==> src/rtl/counter_arbiter.sv <==
// Round-robin arbiter that lends one shared up-counter to NREQ requesters,
// clearing it, enabling it for a requested number of cycles, then signalling done/err.
module counter_arbiter #(
    parameter int NREQ  = 4,
    parameter int WIDTH = 4
) (
    input  logic                  clk,
    input  logic                  rst_n,
    input  logic [NREQ-1:0]       req_i,
    input  logic [NREQ*WIDTH-1:0] len_i,
    output logic [NREQ-1:0]       grant_o,
    output logic [NREQ-1:0]       done_o,
    output logic [NREQ-1:0]       err_o,
    output logic                  cnt_enabled_o,
    output logic                  cnt_clr_n_o,
    input  logic [WIDTH-1:0]      cnt_value_i
);

    localparam int IW  = (NREQ > 1) ? $clog2(NREQ) : 1;
    localparam int WDW = WIDTH + 1;
    // A healthy run needs at most 2^WIDTH enabled cycles; one more means the counter is stuck.
    localparam logic [WDW-1:0] WD_LIMIT = {1'b1, {WIDTH{1'b0}}};

    typedef enum logic [1:0] {
        IDLE   = 2'd0,
        CLEAR  = 2'd1,
        RUN    = 2'd2,
        FINISH = 2'd3
    } state_t;

    state_t           state_q, state_d;
    logic [NREQ-1:0]  grant_q, grant_d;
    logic [NREQ-1:0]  done_q, done_d;
    logic [NREQ-1:0]  err_q, err_d;
    logic             en_q, en_d;
    logic             clr_n_q, clr_n_d;
    logic [IW-1:0]    rr_q, rr_d;
    logic [IW-1:0]    owner_q, owner_d;
    logic [WIDTH-1:0] len_q, len_d;
    logic [WDW-1:0]   wd_q, wd_d;
    logic             found_s;
    logic [IW-1:0]    win_s;

    function automatic logic [NREQ-1:0] onehot(input logic [IW-1:0] idx);
        onehot = NREQ'(1) << idx;
    endfunction

    function automatic logic [IW-1:0] ptr_after(input logic [IW-1:0] idx);
        if (int'(idx) == NREQ - 1) begin
            ptr_after = '0;
        end else begin
            ptr_after = idx + IW'(1);
        end
    endfunction

    // Winner search: first pending request at or after the round-robin pointer, with wrap.
    always_comb begin
        found_s = 1'b0;
        win_s   = '0;
        for (int k = 0; k < NREQ; k++) begin
            if (!found_s && req_i[(int'(rr_q) + k) % NREQ]) begin
                found_s = 1'b1;
                win_s   = IW'((int'(rr_q) + k) % NREQ);
            end else begin
                found_s = found_s;
            end
        end
    end

    // Next-state and registered-output logic.
    always_comb begin
        state_d = state_q;
        grant_d = grant_q;
        done_d  = '0;
        err_d   = '0;
        en_d    = en_q;
        clr_n_d = 1'b1;
        rr_d    = rr_q;
        owner_d = owner_q;
        len_d   = len_q;
        wd_d    = wd_q;
        case (state_q)
            IDLE: begin
                en_d = 1'b0;
                if (found_s) begin
                    grant_d = onehot(win_s);
                    clr_n_d = 1'b0;
                    owner_d = win_s;
                    len_d   = len_i[int'(win_s)*WIDTH +: WIDTH];
                    state_d = CLEAR;
                end else begin
                    grant_d = '0;
                end
            end
            CLEAR: begin
                if (!req_i[owner_q]) begin
                    en_d    = 1'b0;
                    grant_d = '0;
                    rr_d    = ptr_after(owner_q);
                    state_d = IDLE;
                end else if (len_q == '0) begin
                    grant_d = '0;
                    state_d = FINISH;
                end else begin
                    en_d    = 1'b1;
                    wd_d    = '0;
                    state_d = RUN;
                end
            end
            RUN: begin
                // Abort wins over completion; the counter keeps its partial value.
                if (!req_i[owner_q]) begin
                    en_d    = 1'b0;
                    grant_d = '0;
                    rr_d    = ptr_after(owner_q);
                    state_d = IDLE;
                end else if (cnt_value_i == (len_q - WIDTH'(1))) begin
                    en_d    = 1'b0;
                    grant_d = '0;
                    state_d = FINISH;
                end else if (wd_q == WD_LIMIT) begin
                    en_d    = 1'b0;
                    grant_d = '0;
                    err_d   = onehot(owner_q);
                    rr_d    = ptr_after(owner_q);
                    state_d = IDLE;
                end else begin
                    wd_d = wd_q + WDW'(1);
                end
            end
            FINISH: begin
                grant_d = '0;
                en_d    = 1'b0;
                done_d  = onehot(owner_q);
                rr_d    = ptr_after(owner_q);
                state_d = IDLE;
            end
            default: begin
                grant_d = '0;
                en_d    = 1'b0;
                state_d = IDLE;
            end
        endcase
    end

    // State and output registers.
    always_ff @(posedge clk or negedge rst_n) begin
        if (!rst_n) begin
            state_q <= IDLE;
            grant_q <= '0;
            done_q  <= '0;
            err_q   <= '0;
            en_q    <= 1'b0;
            clr_n_q <= 1'b1;
            rr_q    <= '0;
            owner_q <= '0;
            len_q   <= '0;
            wd_q    <= '0;
        end else begin
            state_q <= state_d;
            grant_q <= grant_d;
            done_q  <= done_d;
            err_q   <= err_d;
            en_q    <= en_d;
            clr_n_q <= clr_n_d;
            rr_q    <= rr_d;
            owner_q <= owner_d;
            len_q   <= len_d;
            wd_q    <= wd_d;
        end
    end

    assign grant_o       = grant_q;
    assign done_o        = done_q;
    assign err_o         = err_q;
    assign cnt_enabled_o = en_q;
    assign cnt_clr_n_o   = clr_n_q;

endmodule

==> config.mk <==
export PLATFORM = sky130hd
export DESIGN_NAME = counter_arbiter
export DESIGN_NICKNAME = d
export VERILOG_FILES = /design/src/rtl/counter_arbiter.sv
export SDC_FILE = /design/constraint.sdc
export NUM_CORES = 1
export LEC_CHECK = 0
export CAP_MARGIN = 40
export CORE_UTILIZATION = 53
export DETAILED_ROUTE_END_ITERATION = 10
export PLACE_DENSITY = 0.87
export SYNTH_ARGS = -nofsm -noshare
export SYNTH_HDL_FRONTEND = slang
export SYNTH_SLANG_ARGS = --single-unit
export TNS_END_PERCENT = 100
==> constraint.sdc <==
create_clock -name clk -period 4.8 [get_ports clk]
set_clock_uncertainty 0.1 [all_clocks]
set_input_delay 1.44 -clock clk [delete_from_list [all_inputs] [get_ports clk]]
set_output_delay 1.44 -clock clk [all_outputs]
set_load 0.02 [all_outputs]
==> impl_metrics.py <==
metrics = {
    "run_status": {
        "outcome": "finished, violations left",
        "violations": "DRC",
    },
    "drt": {
        "drc_errors": 1,
        "routed_wl_mm": 3.30,
        "avgViaCountPerCell": 5.96,
        "num_vias": 1335,
        "wire_per_inst_um": 14.7,
        "first_pass_iters": 7,
        "drt_iter0_drc": 33,
        "ant_nets": 0,
    },
    "worst_setup_path": {
        "critPathLaunchType": "primary input",
        "r2r_end": "state_q[1]",
        "critPathBufInv": 1,
        "worst_setup_path_end_kind": "register",
        "worst-path-stages": 6,
        "cp.required_ns": 4.92,
        "cp_max_fo": 7,
        "path_cells": "clkdlybuf4s50_1 -> mux4_1 -> and3b_2 -> or2b_4 -> o31ai_1 -> a32o_1",
        "critPathMaxStageDelay_ns": 0.60,
        "reg2reg_from": "len_q[0]",
        "crit_slowest_cell": "mux4_1",
        "r2r.worst_path.cells": 6,
        "cpLargestDelayFamily": "multiplexers",
        "crit_start": "req_i[1]",
        "critical_path.endpoint": "grant_o[0]",
        "r2r_setup_slack_ns": 2.54,
        "worstSetupPathType": "primary input to register",
        "worstPathArrival_ns": 3.46,
    },
    "power": {
        "power_density_nw_per_um2": 524,
        "p_comb_frac": 0.484,
        "power_switching_mw": 0.442,
        "p_int_mw": 0.670,
        "vdd_ir_drop_max_v": 0.000407,
        "p_leak_nw": 0.962,
        "p_sw_frac": 0.398,
        "seq_power_share": 0.362,
        "power_frac_clock": 0.154,
    },
    "yosys": {
        "synthesis.nets": 181,
        "ys_types": 40,
        "seq_area_frac_synth": 0.447,
        "avgSynthCellArea_um2": 11.0,
        "ys_ff_latch": 29,
        "syn_area_um2": 1630,
        "synth_edf_count": 0,
        "synth_ff_type": "dfrtp_1",
        "synthCells": 148,
        "async_reset_ff_frac": 1.00,
        "yosysWarnings": 0,
    },
    "global_routing": {
        "grt_use_total": 0.235,
        "grt_remaining_overflow": 0,
        "grt_pass1_vias": 1335,
        "antenna_found_initial": 0,
        "grt_max_degree": 30,
        "grt_pass1_wl_mm": 5.71,
    },
    "floorplanning": {
        "die_h_um": 57.4,
        "start_util": 0.575,
        "chipWidth_um": 57.4,
        "design.core.area_um2": 2830,
        "dieArea_um2": 3290,
        "ios": 40,
        "std_cell_rows": 19,
    },
    "timing": {
        "max_freq_mhz": 300,
        "min_period_over_period": 0.694,
        "tns_ns": 0,
        "slew_viol_final": 0,
        "setup_viol": 0,
        "finalCriticalPeriod_ns": 3.33,
        "maxSlewHeadroom": 0.611,
        "tightestPinTransition_ns": 0.578,
        "hold_violations": 0,
        "rsz0062_at_grt": "false",
    },
    "cts": {
        "clk_pin_slew_ns": 0.10,
        "hold_buffers": 0,
        "cts.htree.levels": 2,
        "cts_setup_buffers": 0,
        "cts_resized": 0,
        "clockBufferDepth": 2,
        "cts_buffers": 5,
        "root_buffer": "clkbuf_4",
        "tritoncts": "done",
        "clkSinkCount": 29,
        "clk_latency_ns": 0.33,
    },
    "cells_and_area": {
        "antenna_cells": 0,
        "fin_nets": 225,
        "drive_gt1_frac": 0.124,
        "stdcell_count": 224,
        "area_growth_pct": 30.5,
    },
    "min_path": {
        "hold_class": "register to register",
    },
    "place": {
        "dp.cells": 216,
        "place_congestion": 0.804,
        "dp_hpwl_mm": 2.47,
        "io_buffers": 39,
    },
    "flow_run": {
        "maxCapViolCount": 0,
    },
}
==> worst reg2reg max path: stages (launching register included) <==
cell,delay [ns]
dfrtp_1,0.42
inv_1,0.07
ha_1,0.31
xnor2_1,0.16
nor4_4,0.52
nor3_2,0.17
or3b_1,0.40
==> worst min path at each step <==
stage / startpoint / endpoint / slack (ns) / depth (start not counted)
global placement: wd_q[4] / wd_q[4] / 0.38 / 1
global route: cnt_enabled_o / cnt_enabled_o / 0.45 / 2
finish: wd_q[4] / wd_q[4] / 0.42 / 1
CTS: grant_o[2] / grant_o[2] / 0.42 / 1
floorplan: wd_q[4] / wd_q[4] / 0.35 / 1
detailed placement: grant_o[2] / grant_o[2] / 0.38 / 1
==> registers in the layout, indices dropped and copies added (netlist names), 2 cells and up <==
name,cells
done_o,4
err_o,4
grant_o,4
len_q,4
owner_q,2
rr_q,2
state_q,2
wd_q,5
==> synth_stat cells (all sizes together), types with 2 or more instances <==
| master | number | share of area |
|---|---|---|
| a211o | 4 | 0.022 |
| a21oi | 4 | 0.012 |
| a22o | 2 | 0.012 |
| a2bb2oi | 2 | 0.011 |
| a32o | 2 | 0.012 |
| and2 | 4 | 0.015 |
| and3 | 4 | 0.015 |
| buf | 3 | 0.0092 |
| dfrtp | 28 | 0.43 |
| ha | 7 | 0.054 |
| inv | 12 | 0.028 |
| mux2 | 2 | 0.014 |
| mux2i | 14 | 0.086 |
| nand2 | 9 | 0.021 |
| nand3 | 3 | 0.0092 |
| nor2 | 3 | 0.0069 |
| nor3 | 15 | 0.052 |
| nor3b | 3 | 0.014 |
| o21ai | 2 | 0.0062 |
| xnor2 | 6 | 0.032 |
==> cells by family after synthesis <==
| group | share of synthesized area |
|---|---|
| XOR/XNOR | 0.0323 |
| multiplexers | 0.116 |
| AO/OA/AOI/OAI | 0.126 |
| buffers and inverters | 0.0393 |
| adder cells (fa/ha/maj) | 0.0539 |
| AND/OR/NAND/NOR | 0.185 |
| flip-flops | 0.447 |
==> cell usage in the layout, fill, tap and decap left out, types with 2 or more instances in the layout <==
| master | instances |
|---|---|
| clkdlybuf4s50_1 | 39 |
| dfrtp_1 | 28 |
| mux2i_1 | 14 |
| nor3_1 | 13 |
| inv_1 | 12 |
| nand2_1 | 9 |
| ha_1 | 7 |
| xnor2_1 | 6 |
| clkbuf_4 | 5 |
| and3_1 | 4 |
| and2_1 | 4 |
| a21oi_1 | 4 |
| a211o_1 | 4 |
| nor2_1 | 3 |
| nor3b_1 | 3 |
| nand3_1 | 3 |
| nor3_2 | 2 |
| a2bb2oi_1 | 2 |
| o21ai_0 | 2 |
| a22o_2 | 2 |
| mux2_2 | 2 |
| a32o_1 | 2 |
| clkbuf_8 | 2 |
| buf_4 | 2 |
==> layout make-up <==
class                   count  area (µm²)
clock buffers               7        65.1
clock inverters             1        5.00
fillers                   198         708
inverters                  12        45.0
multi-input cells         103         835
flip-flops and latches     29         727
well taps                  31        38.8
repair buffers             41         405
==> power groups by stage <==
| stage | sequential, mW | combinational (mW) | clock [mW] |
|---|---|---|---|
| 2_1_floorplan | 0.402 | 0.384 | 0 |
| 6_report | 0.403 | 0.538 | 0.171 |
| 4_1_cts | 0.402 | 0.540 | 0.175 |
| 3_5_place_dp | 0.406 | 0.537 | 0 |
| 3_3_place_gp | 0.402 | 0.516 | 0 |
| 5_1_grt | 0.416 | 0.593 | 0.186 |
==> per-stage QoR <==
step | setup slack, ns | util | hold slack (ns) | cell area [µm²] | power (mW)
floorplan | 1.82 | - | 0.355 | 1630 | 0.786
global placement | 1.21 | 0.725 | 0.379 | 2050 | 0.918
detailed placement | 1.13 | 0.725 | 0.382 | 2050 | 0.943
CTS | 1.50 | 0.750 | 0.418 | 2120 | 1.12
global route | 1.36 | 0.750 | 0.454 | 2120 | 1.19
finish | 1.47 | 0.750 | 0.417 | 2120 | 1.11
==> routing by layer <==
metal  track usage  wire, µm  vias to the layer above
met1         0.241      1290                      638
met3        0.0680       237                       10
li1              -         -                      628
met5             0         0                        -
met4         0.139        75                        0
met2         0.420      1700                       59
Power figures use the tool's default switching activity.
